**config.mk**
```make
export PLATFORM = sky130hd
export DESIGN_NAME = pipelined_adder_flat
export DESIGN_NICKNAME = d
export VERILOG_FILES = /design/src/rtl/adder_pkg.sv /design/src/rtl/pipelined_adder_if.sv /design/src/rtl/adder_stage.sv /design/src/rtl/pipelined_adder.sv /design/src/flat_wrapper.sv
export SDC_FILE = /design/constraint.sdc
export NUM_CORES = 1
export LEC_CHECK = 0
export ABC_AREA = 1
export CELL_PAD_IN_SITES_DETAIL_PLACEMENT = 1
export CELL_PAD_IN_SITES_GLOBAL_PLACEMENT = 1
export CORE_UTILIZATION = 40
export CTS_CLUSTER_DIAMETER = 80
export DETAILED_ROUTE_END_ITERATION = 8
export GPL_ROUTABILITY_DRIVEN = 0
export PLACE_DENSITY_LB_ADDON = 0.05
export SYNTH_ARGS = -nofsm -noshare
export SYNTH_HDL_FRONTEND = slang
export SYNTH_SLANG_ARGS = --single-unit
```
**constraint.sdc**
```tcl
create_clock -name clk -period 2.24 [get_ports clk]
set_input_delay 0.448 -clock clk [delete_from_list [all_inputs] [get_ports clk]]
set_output_delay 0.448 -clock clk [all_outputs]
set_load 0.005 [all_outputs]
```
**src/rtl/adder_pkg.sv**
```systemverilog
// adder_pkg: shared sizing helpers for the pipelined datapath arithmetic blocks.
package adder_pkg;
    function automatic int chunk_w(input int width, input int stages);
        return (stages > 0) ? width / stages : width;
    endfunction
    function automatic bit cfg_ok(input int width, input int stages);
        return (stages >= 1) && (stages <= width) && (width % stages == 0);
    endfunction
endpackage

```
**src/rtl/pipelined_adder_if.sv**
```systemverilog
// pipelined_adder_if: operand/result valid-ready bundle; ovfl exists only with PIPELINED_ADDER_OVFL_EN.
interface pipelined_adder_if #(parameter int WIDTH = 16) ();
    logic [WIDTH-1:0] in1;
    logic [WIDTH-1:0] in2;
    logic             cin;
    logic             in_valid;
    logic             in_ready;
    logic [WIDTH-1:0] sum;
    logic             cout;
    logic             out_valid;
    logic             out_ready;
`ifdef PIPELINED_ADDER_OVFL_EN
    logic             ovfl;
    modport master (output in1, in2, cin, in_valid, out_ready, input in_ready, sum, cout, out_valid, ovfl);
    modport slave  (input in1, in2, cin, in_valid, out_ready, output in_ready, sum, cout, out_valid, ovfl);
`else
    modport master (output in1, in2, cin, in_valid, out_ready, input in_ready, sum, cout, out_valid);
    modport slave  (input in1, in2, cin, in_valid, out_ready, output in_ready, sum, cout, out_valid);
`endif
endinterface

```
**src/rtl/adder_stage.sv**
```systemverilog
// adder_stage: one CHUNK-bit slice of the pipelined adder, registering its sum, carry and valid.
module adder_stage #(parameter int CHUNK = 4) (
    input  logic             clk,
    input  logic             rst,
    input  logic [CHUNK-1:0] a_i,
    input  logic [CHUNK-1:0] b_i,
    input  logic             c_i,
    input  logic             v_i,
    input  logic             adv_i,
    output logic [CHUNK-1:0] s_o,
    output logic             c_o,
    output logic             v_o
);
    logic [CHUNK:0] sum_d, sum_q;
    logic           v_q;
    always_comb sum_d = {1'b0, a_i} + {1'b0, b_i} + {{CHUNK{1'b0}}, c_i};
    always_ff @(posedge clk) begin
        if (rst) begin
            sum_q <= '0;
            v_q   <= 1'b0;
        end else if (adv_i) begin
            sum_q <= sum_d;
            v_q   <= v_i;
        end
    end
    assign {c_o, s_o} = sum_q;
    assign v_o        = v_q;
endmodule

```
**src/rtl/pipelined_adder.sv**
```systemverilog
// pipelined_adder: WIDTH-bit add split into STAGES carry-registered chunks with valid/ready backpressure.
// Define PIPELINED_ADDER_OVFL_EN to add the pipelined signed-overflow output.
module pipelined_adder import adder_pkg::*; #(
    parameter int WIDTH  = 16,
    parameter int STAGES = 4
) (
    input logic             clk,
    input logic             rst,
    pipelined_adder_if.slave bus
);
    localparam int CHUNK = chunk_w(WIDTH, STAGES);
    if (!cfg_ok(WIDTH, STAGES)) begin : g_cfg_bad
        $fatal(1, "pipelined_adder: need 1 <= STAGES <= WIDTH and WIDTH a multiple of STAGES");
    end
    logic                        adv;
    logic [STAGES:0][WIDTH-1:0]  a_p, b_p;
    logic [STAGES:0]             c_p, v_p;
    logic                        unused_b;
    assign adv          = bus.out_ready | ~bus.out_valid;
    assign bus.in_ready = adv & ~rst;
    assign a_p[0]       = bus.in1;
    assign b_p[0]       = bus.in2;
    assign c_p[0]       = bus.cin;
    assign v_p[0]       = bus.in_valid;
    // a_p rotates: each stage drops its consumed operand chunk and pushes its sum chunk in at the top,
    // so after the last stage the word holds the full sum in order.
    for (genvar k = 0; k < STAGES; k++) begin : g_stage
        logic [CHUNK-1:0] s;
        adder_stage #(.CHUNK(CHUNK)) u_stage (
            .clk   (clk),
            .rst   (rst),
            .a_i   (a_p[k][CHUNK-1:0]),
            .b_i   (b_p[k][CHUNK-1:0]),
            .c_i   (c_p[k]),
            .v_i   (v_p[k]),
            .adv_i (adv),
            .s_o   (s),
            .c_o   (c_p[k+1]),
            .v_o   (v_p[k+1])
        );
        if (STAGES == 1) begin : g_one
            assign a_p[k+1] = s;
            assign b_p[k+1] = '0;
        end else begin : g_fwd
            logic [WIDTH-CHUNK-1:0] fa_q, fb_q;
            always_ff @(posedge clk) begin
                if (rst) begin
                    fa_q <= '0;
                    fb_q <= '0;
                end else if (adv) begin
                    fa_q <= a_p[k][WIDTH-1:CHUNK];
                    fb_q <= b_p[k][WIDTH-1:CHUNK];
                end
            end
            assign a_p[k+1] = {s, fa_q};
            assign b_p[k+1] = {{CHUNK{1'b0}}, fb_q};
        end
    end
    assign unused_b      = ^b_p[STAGES];
    assign bus.sum       = a_p[STAGES];
    assign bus.cout      = c_p[STAGES];
    assign bus.out_valid = v_p[STAGES];
`ifdef PIPELINED_ADDER_OVFL_EN
    // Carry into the MSB is a^b^sum at the MSB, so only the operand MSB parity needs a flop.
    logic msb_x_q;
    always_ff @(posedge clk) begin
        if (rst) msb_x_q <= 1'b0;
        else if (adv) msb_x_q <= a_p[STAGES-1][CHUNK-1] ^ b_p[STAGES-1][CHUNK-1];
    end
    assign bus.ovfl = msb_x_q ^ bus.sum[WIDTH-1] ^ bus.cout;
`endif
endmodule

```
**src/flat_wrapper.sv**
```systemverilog
// flat-port wrapper written by rule: the top's interface ports become plain ports
module pipelined_adder_flat import adder_pkg::*;
#(
    parameter int WIDTH  = 16,
    parameter int STAGES = 4
)
  (clk, rst, bus_in1, bus_in2, bus_cin, bus_in_valid, bus_out_ready, bus_in_ready, bus_sum, bus_cout, bus_out_valid);
  pipelined_adder_if #(.WIDTH(WIDTH)) bus_i ();
  input logic clk;
  input logic rst;
  input wire logic [$bits(bus_i.in1)-1:0] bus_in1;
  input wire logic [$bits(bus_i.in2)-1:0] bus_in2;
  input wire logic [$bits(bus_i.cin)-1:0] bus_cin;
  input wire logic [$bits(bus_i.in_valid)-1:0] bus_in_valid;
  input wire logic [$bits(bus_i.out_ready)-1:0] bus_out_ready;
  output wire logic [$bits(bus_i.in_ready)-1:0] bus_in_ready;
  output wire logic [$bits(bus_i.sum)-1:0] bus_sum;
  output wire logic [$bits(bus_i.cout)-1:0] bus_cout;
  output wire logic [$bits(bus_i.out_valid)-1:0] bus_out_valid;
  assign bus_i.in1 = bus_in1;
  assign bus_i.in2 = bus_in2;
  assign bus_i.cin = bus_cin;
  assign bus_i.in_valid = bus_in_valid;
  assign bus_i.out_ready = bus_out_ready;
  assign bus_in_ready = bus_i.in_ready;
  assign bus_sum = bus_i.sum;
  assign bus_cout = bus_i.cout;
  assign bus_out_valid = bus_i.out_valid;
  pipelined_adder #(.WIDTH(WIDTH), .STAGES(STAGES)) u_core (.clk(clk), .rst(rst), .bus(bus_i));
endmodule
```
== After elaboration in Yosys (flattened, before gate mapping) ==
Cells that the tools add are included.

* Flip-flop bits (word level): 96
* Bits of input ports: 37
* Word-level logic and storage cells: 27

* $add $sub $neg: 8
* Bitwise logic cells: 4

{| class="wikitable"
|+ Operator list
! operator !! number
|-
| $add 4x4->5 || 4
|-
| $add 5x1->5 || 4
|-
| $not 1->1 || 2
|-
| $and 1x1->1 || 1
|-
| $or 1x1->1 || 1
|}

== Longest topological paths before layout ==
Gate-level depths: netlist (run 1).

* Depth after elaboration: 3
* Depth in mapped cells: 10
* Depth with buffers taken out: 10

== Cells and area by module ==
A second synthesis (run 1) with hierarchy kept.

* Cells, all modules: 672
* Area, all modules: 4,559.4 µm²

{| class="wikitable"
|+ Modules (own cells, without submodules)
! module !! times used !! cells each !! area each (µm²)
|-
| pipelined_adder || 1 || 468 || 3,078.0
|-
| adder_stage || 4 || 51 || 370.4
|}

== Least setup slack after synthesis (run 1) ==
OpenSTA, ideal clock, no wires.

* Path type: flip-flop to flip-flop
* Start point: register u_core.g_stage[2].u_stage.sum_q[4]
* End point: register u_core.g_stage[3].u_stage.sum_q[4]
* Library setup time: 0.070 ns
* Arrival time: 1.535 ns
* Data required time: 2.170 ns
* Path slack: 0.635 ns
* Cell stages (with the launch flop): 7
* Clock period less this slack: 1.605 ns
* Cells stage by stage: dfxtp_1 -> inv_1 -> fa_1 -> fa_1 -> nor2_1 -> o21ai_0 -> a21oi_1

* Word-level cells in the longest chain between the ends: 1

{| class="wikitable"
|+ RTL lines
! element !! RTL line !! text
|-
| start, declared || adder_stage.sv:14 || <nowiki>logic [CHUNK:0] sum_d, sum_q;</nowiki>
|-
| start signal, assigned || adder_stage.sv:22 || <nowiki>sum_q <= sum_d;</nowiki>
|-
| $add 5x1->5 || adder_stage.sv:16 || <nowiki>always_comb sum_d = {1'b0, a_i} + {1'b0, b_i} + {{CHUNK{1'b0}}, c_i};</nowiki>
|-
| end signal, assigned || adder_stage.sv:22 ||
|-
| end, declared || adder_stage.sv:14 ||
|}

Every way passes these cells.
A chain may end at the register's enable or synchronous reset.

== Worst setup path in the final report (run 1) ==
* Start point: input bus_out_ready
* End point: output bus_in_ready

* Word-level cells in the longest chain between the ends: 2

{| class="wikitable"
|+ RTL lines
! element !! RTL line !! text
|-
| start, declared || flat_wrapper.sv:15 || <nowiki>input wire logic [$bits(bus_i.out_ready)-1:0] bus_out_ready;</nowiki>
|-
| $or 1x1->1 || pipelined_adder.sv:19 || <nowiki>assign adv = bus.out_ready | ~bus.out_valid;</nowiki>
|-
| $and 1x1->1 || pipelined_adder.sv:20 || <nowiki>assign bus.in_ready = adv & ~rst;</nowiki>
|-
| end, declared || flat_wrapper.sv:16 || <nowiki>output wire logic [$bits(bus_i.in_ready)-1:0] bus_in_ready;</nowiki>
|}

Every way passes these cells.

==> results of run 1 <==
-- layout make-up --
| cell class | instances | area (um^2) | area share, % |
|---|---|---|---|
| clock buffer | 9 | 124 | 2.63 |
| clock inverter | 7 | 78.8 | 1.67 |
| inverter | 31 | 116 | 2.47 |
| multi-input combinational | 332 | 1680 | 35.6 |
| sequential | 96 | 1920 | 40.8 |
| tap | 129 | 161 | 3.42 |
| timing repair buffer | 63 | 636 | 13.5 |
-- flip-flops by register name, indices dropped and copies added (netlist names) --
name	flops
u_core.g_stage.g_fwd.fa_q	48
u_core.g_stage.g_fwd.fb_q	24
u_core.g_stage.u_stage.sum_q	20
u_core.g_stage.u_stage.v_o	4
-- critical path: stages --
cell and delay, ps:
clkdlybuf4s50_1 510, nor2_4 70, nor2_1 100, clkdlybuf4s50_1 530
-- cells in the mapped netlist, drive strengths merged --
master	count	share of area (%)
a21oi	24	3.1
buf	18	3.7
clkbuf	11	1.1
dfxtp	96	49
fa	8	4.1
ha	12	3.9
inv	31	3.0
nand2	23	2.2
nand3	7	0.90
nand3b	2	0.39
nor2	156	15
o21ai	95	12
or2	1	0.16
xnor2	1	0.22
xor2	3	0.67
-- final timing paths --
kind,endpoint,slack (ps),cells after the start
setup reg to reg,u_core.g_stage[3].u_stage.sum_q[4]$_SDFFE_PP0N_,470,6
hold reg to reg,u_core.g_stage[0].u_stage.v_o$_SDFFE_PP0N_,480,2
hold / removal,u_core.g_stage[0].u_stage.v_o$_SDFFE_PP0N_,480,2
setup / recovery,bus_in_ready,140,4
-- metrics by stage --
| stage | setup WS [ps] | hold WS (ps) | util (%) | area, um^2 |
|---|---|---|---|---|
| finish | 141 | 484 | 50.5 | 4710 |
| floorplan | 635 | 429 | - | 3890 |
| CTS | 121 | 491 | 50.5 | 4710 |
| global route | 99.8 | 517 | 50.5 | 4710 |
| global placement | 174 | 462 | 48.4 | 4510 |
| detailed placement | 124 | 468 | 48.4 | 4510 |
-- per-layer routing --
metal  part of all wire (%)  track usage [%]
met1                     46             22.6
met5                      0                0
met3                    2.3             3.74
met2                     50             33.2
met4                    1.0             5.69
-- logic make-up after synthesis --
family          count (synthesis)  share of synthesized area (%)
simple gates                  189                           18.8
compound gates                119                           15.3
flops                          96                           49.3
buf+inv                        60                           7.74
fa+ha+maj                      20                           7.97
xor+xnor                        4                          0.900
-- power by group --
part           total, W  internal, W  switching (W)
clock network   0.00115     0.000528       0.000624
logic          0.000391     0.000198       0.000192
registers       0.00188      0.00182      0.0000612
==> metrics.md, run 1 <==
| Metric | Value |
|---|---|
| Status | completed |
| Mean Syn Cell Area | 7.98 um^2 |
| Minimum clock period | 2100 ps |
| Final Power | 0.00343 W |
| Fraction of layout cells with a size suffix above 1 | 5.20% |
| Synth Register Bits | 96 |
| Vias per cell | 4.78 |
| Synth unique cells | 21 |
| Port Buf Inserts | 55 |
| Fillers | 1166 |
| Max Slew Vio Count | 0 |
| Non-Filler Instances | 667 |
| Vias in the first global route | 3300 |
| Syn nets | 545 |
| Setup crit start | bus_out_ready |
| Initial core utilization | 41.8% |
| Final HPWL DP | 5.86 mm |
| # DRC | 0 |
| Final period util | 93.7% |
| Worst-margin pin slew | 349 ps |
| Fin nets | 590 |
| Cts bufs inserted | 9 |
| Antenna Violating Nets Remaining | 0 |
| Crit path max fanout | 3 |
| Antenna cell count | 0 |
| Pin count of the biggest net entering global routing | 74 |
| Via count | 3191 |
| F_max | 476 MHz |
| H-tree levels | 3 |
| Global Route Usage Sum | 18.7% |
| Hold Buf Count CTS | 0 |
| Number of DRC markers in iteration 0 | 82 |
| Startpoint types | input pin |
| Area Growth Syn to Fin | 21.0% |
| DRT Pass-1 Iters | 4 |
| Core area | 9330 um^2 |
| CTS sink count | 96 |
| Sequential fraction of the synthesis area | 49.3% |
| CP Class | input pin to output pin |
| Most common cell after layout, fill and taps aside | nor2_1 |
| Max Cap Viol | 0 |
| CTS max path bufs | 2 |
| RSZ-0062 raised after global routing | false |
| Post-Route WL | 8.40 mm |
| Setup TNS | 0 ps |
| Worst EP arrival | 1650 ps |
| Cell Area, Synth | 3890 um^2 |
| Post-cts resize count | 0 |
| HP Class | flop to flop |
| CTS Root Cell | clkbuf_8 |
| Largest vdd supply drop | 0.000287 V |
| First-pass GRT wire length | 14.8 mm |
| Placed cells | 651 |
| Final setup viols | 0 |
| Reg2reg start | u_core.g_stage[2].u_stage.sum_q[4]$_SDFFE_PP0N_ |
| DR WL/cell | 12.6 um |
| Die Wd | 101 um |
| Top Ports | 56 |
| Crit end category | output pin |
| Worst-Skew Late Latency | 360 ps |
| CTS clk-pin slew, worst paths | 90 ps |
| Clock skew | 9.18 ps |
| Antenna violations before repair | 0 |
| Ys Warns | 0 |
| Cells after synthesis | 488 |
| Die area | 10100 um^2 |
| Required time worst endpoint | 1790 ps |
| Core Rows | 35 |
| Rel. slew slack | 76.7% |
| Die H | 101 um |
| Post-CTS Repair Setup Buffers | 0 |
| Cell Pwr Density | 727 nW/um^2 |
| CTS tree | done |
| Grt ovf | 0 |
| Leak | 2.19 nW |
| Most frequent cells in the layout | nor2_1, dfxtp_1, o21ai_1 |
| Hold path start | u_core.g_stage[0].u_stage.v_o$_SDFFE_PP0N_ |
| Final hold viol count | 0 |
Note: power is estimated with default switching activity, not from simulation.
==> run 2, diff against run 1 <==
SETUP_SLACK_MARGIN = 0.3   (was not set)
==> metrics.md, run 2 (synthesis gave the netlist of run 1 again) <==
| Metric | Value |
|---|---|
| CTS tree | done |
| Fillers | 1167 |
| Fraction of layout cells with a size suffix above 1 | 5.20% |
| RSZ-0062 raised after global routing | false |
| Finished Cell Area | 4710 um^2 |
| Multi-input combinational cell area | 1680 um^2 |
| Initial core utilization | 41.8% |
| Antenna Violating Nets Remaining | 0 |
| Required time worst endpoint | 1790 ps |
| CTS max path bufs | 2 |
| CP Class | input pin to output pin |
| Grt ovf | 0 |
| Area Growth Syn to Fin | 21.0% |
| Status | completed |
| Top Registers | u_core.g_stage.g_fwd.fa_q (48), u_core.g_stage.g_fwd.fb_q (24), u_core.g_stage.u_stage.sum_q (20) |
| Crit path to | bus_in_ready |
| HP Class | flop to flop |
| F_max | 539 MHz |
| Final hold viol count | 0 |
| Area of placed instances | 4510 um^2 |
| Cell Pwr Density | 727 nW/um^2 |
| H-tree levels | 3 |
| Crit-path max cell delay | 450 ps |
| Post-CTS Repair Setup Buffers | 0 |
| Leak | 2.19 nW |
| Worst EP arrival | 1410 ps |
| Crit end category | output pin |
| Final setup viols | 0 |
| DR WL/cell | 12.6 um |
| Core area | 9330 um^2 |
| Number of DRC markers in iteration 0 | 82 |
| Crit path max fanout | 3 |
| Non-Filler Instances | 667 |
| Antenna violations before repair | 0 |
| Die H | 101 um |
| WP buf/inv | 2 |
| Hold slack | 484 ps |
| Vias per cell | 4.78 |
| Rel. slew slack | 76.7% |
| Die area | 10100 um^2 |
| Stages on worst setup path | 4 |
| Worst-Skew Late Latency | 360 ps |
| Max FFs per register | 48 |
| DRT Pass-1 Iters | 4 |
| Max Cap Viol | 0 |
| Post-cts resize count | 1 |
| Slowest CP cell | clkdlybuf4s50_1 |
| Top Ports | 56 |
| Worst-margin pin slew | 349 ps |
| Worst reg2reg path depth | 6 |
| CTS sink count | 96 |
| Port Buf Inserts | 55 |
| Hold Buf Count CTS | 0 |
| Max Slew Vio Count | 0 |
| Flop-to-flop setup slack | 470 ps |
| Most flop-heavy register | u_core.g_stage.g_fwd.fa_q |
| Clock skew | 9.18 ps |
| Fin nets | 590 |
| Reg2reg start | u_core.g_stage[2].u_stage.sum_q[4]$_SDFFE_PP0N_ |
| Minimum clock period | 1860 ps |
| First-pass GRT wire length | 14.8 mm |
| Final HPWL DP | 5.86 mm |
| Startpoint types | input pin |
| Reg area | 1920 um^2 |
| Setup crit start | bus_out_ready |
| Global Route Usage Sum | 18.7% |
| Final period util | 82.8% |
| Setup TNS | 0 ps |
| Core Rows | 35 |
| CTS clk-pin slew, worst paths | 90 ps |
| Dominant delay contributor by cell family on the critical path | buffers and inverters |
| Most frequent cells in the layout | nor2_1, dfxtp_1, o21ai_1 |
| Antenna cell count | 0 |
| Most common cell after layout, fill and taps aside | nor2_1 |
| Die Wd | 101 um |
| Placed cells | 651 |
| CTS Root Cell | clkbuf_8 |
| Final Power | 0.00343 W |
| Crit-path cells | clkdlybuf4s50_1, nor2_4, nor2_1, dlygate4sd2_1 |
| Worst r2r dst | u_core.g_stage[3].u_stage.sum_q[4]$_SDFFE_PP0N_ |
| Via count | 3190 |
| Vias in the first global route | 3300 |
| Largest vdd supply drop | 0.000287 V |
| Pin count of the biggest net entering global routing | 74 |
| # DRC | 0 |
| Post-Route WL | 8.40 mm |
| Cts bufs inserted | 9 |
-- run 2: how the worst min path moves through the flow --
stage / start / to / slack (ps) / cells after the start
3_3_place_gp: u_core.g_stage[1].g_fwd.fb_q[5]$_SDFFE_PP0N_ / u_core.g_stage[1].g_fwd.fb_q[5]$_SDFFE_PP0N_ / 460 / 2
4_1_cts: u_core.g_stage[0].u_stage.v_o$_SDFFE_PP0N_ / u_core.g_stage[0].u_stage.v_o$_SDFFE_PP0N_ / 490 / 2
5_1_grt: u_core.g_stage[1].u_stage.sum_q[3]$_SDFFE_PP0N_ / u_core.g_stage[2].g_fwd.fa_q[11]$_SDFFE_PP0N_ / 520 / 2
2_1_floorplan: u_core.g_stage[1].u_stage.sum_q[3]$_SDFFE_PP0N_ / u_core.g_stage[2].g_fwd.fa_q[11]$_SDFFE_PP0N_ / 430 / 2
3_5_place_dp: u_core.g_stage[0].u_stage.v_o$_SDFFE_PP0N_ / u_core.g_stage[0].u_stage.v_o$_SDFFE_PP0N_ / 470 / 2
6_report: u_core.g_stage[0].u_stage.v_o$_SDFFE_PP0N_ / u_core.g_stage[0].u_stage.v_o$_SDFFE_PP0N_ / 480 / 2
-- run 2: worst register-to-register path, delay by kind of cell, from the launching register on --
family	cells	cell delay [ps]
flip-flops	1	340
AO/OA/AOI/OAI	2	230
adder cells (fa/ha/maj)	2	950
AND/OR/NAND/NOR	1	120
buffers and inverters	1	70
-- run 2: cell type report --
cell class | instances | area share, %
inverter | 31 | 2.47
clock inverter | 7 | 1.67
multi-input combinational | 332 | 35.6
tap | 129 | 3.42
timing repair buffer | 63 | 13.5
clock buffer | 9 | 2.63
sequential | 96 | 40.8
-- run 2: power breakdown --
part / switching, W / internal (W) / leakage (nW)
clock: 0.000624 / 0.000528 / 0.104
sequential: 0.0000612 / 0.00182 / 0.791
combinational: 0.000192 / 0.000198 / 1.29
-- run 2: routing by layer --
layer	up-vias	share of wire [%]	track usage [%]
li1	1652	-	-
met1	1497	46	22.6
met2	34	50	33.2
met3	7	2.3	3.74
met4	0	1.0	5.69
met5	-	0	0
-- run 2: through the flow --
stage | utilization (%) | worst slack (ps)
floorplan | - | 635
global placement | 48.4 | 174
detailed placement | 48.4 | 124
CTS | 50.5 | 369
global route | 50.5 | 347
finish | 50.5 | 384
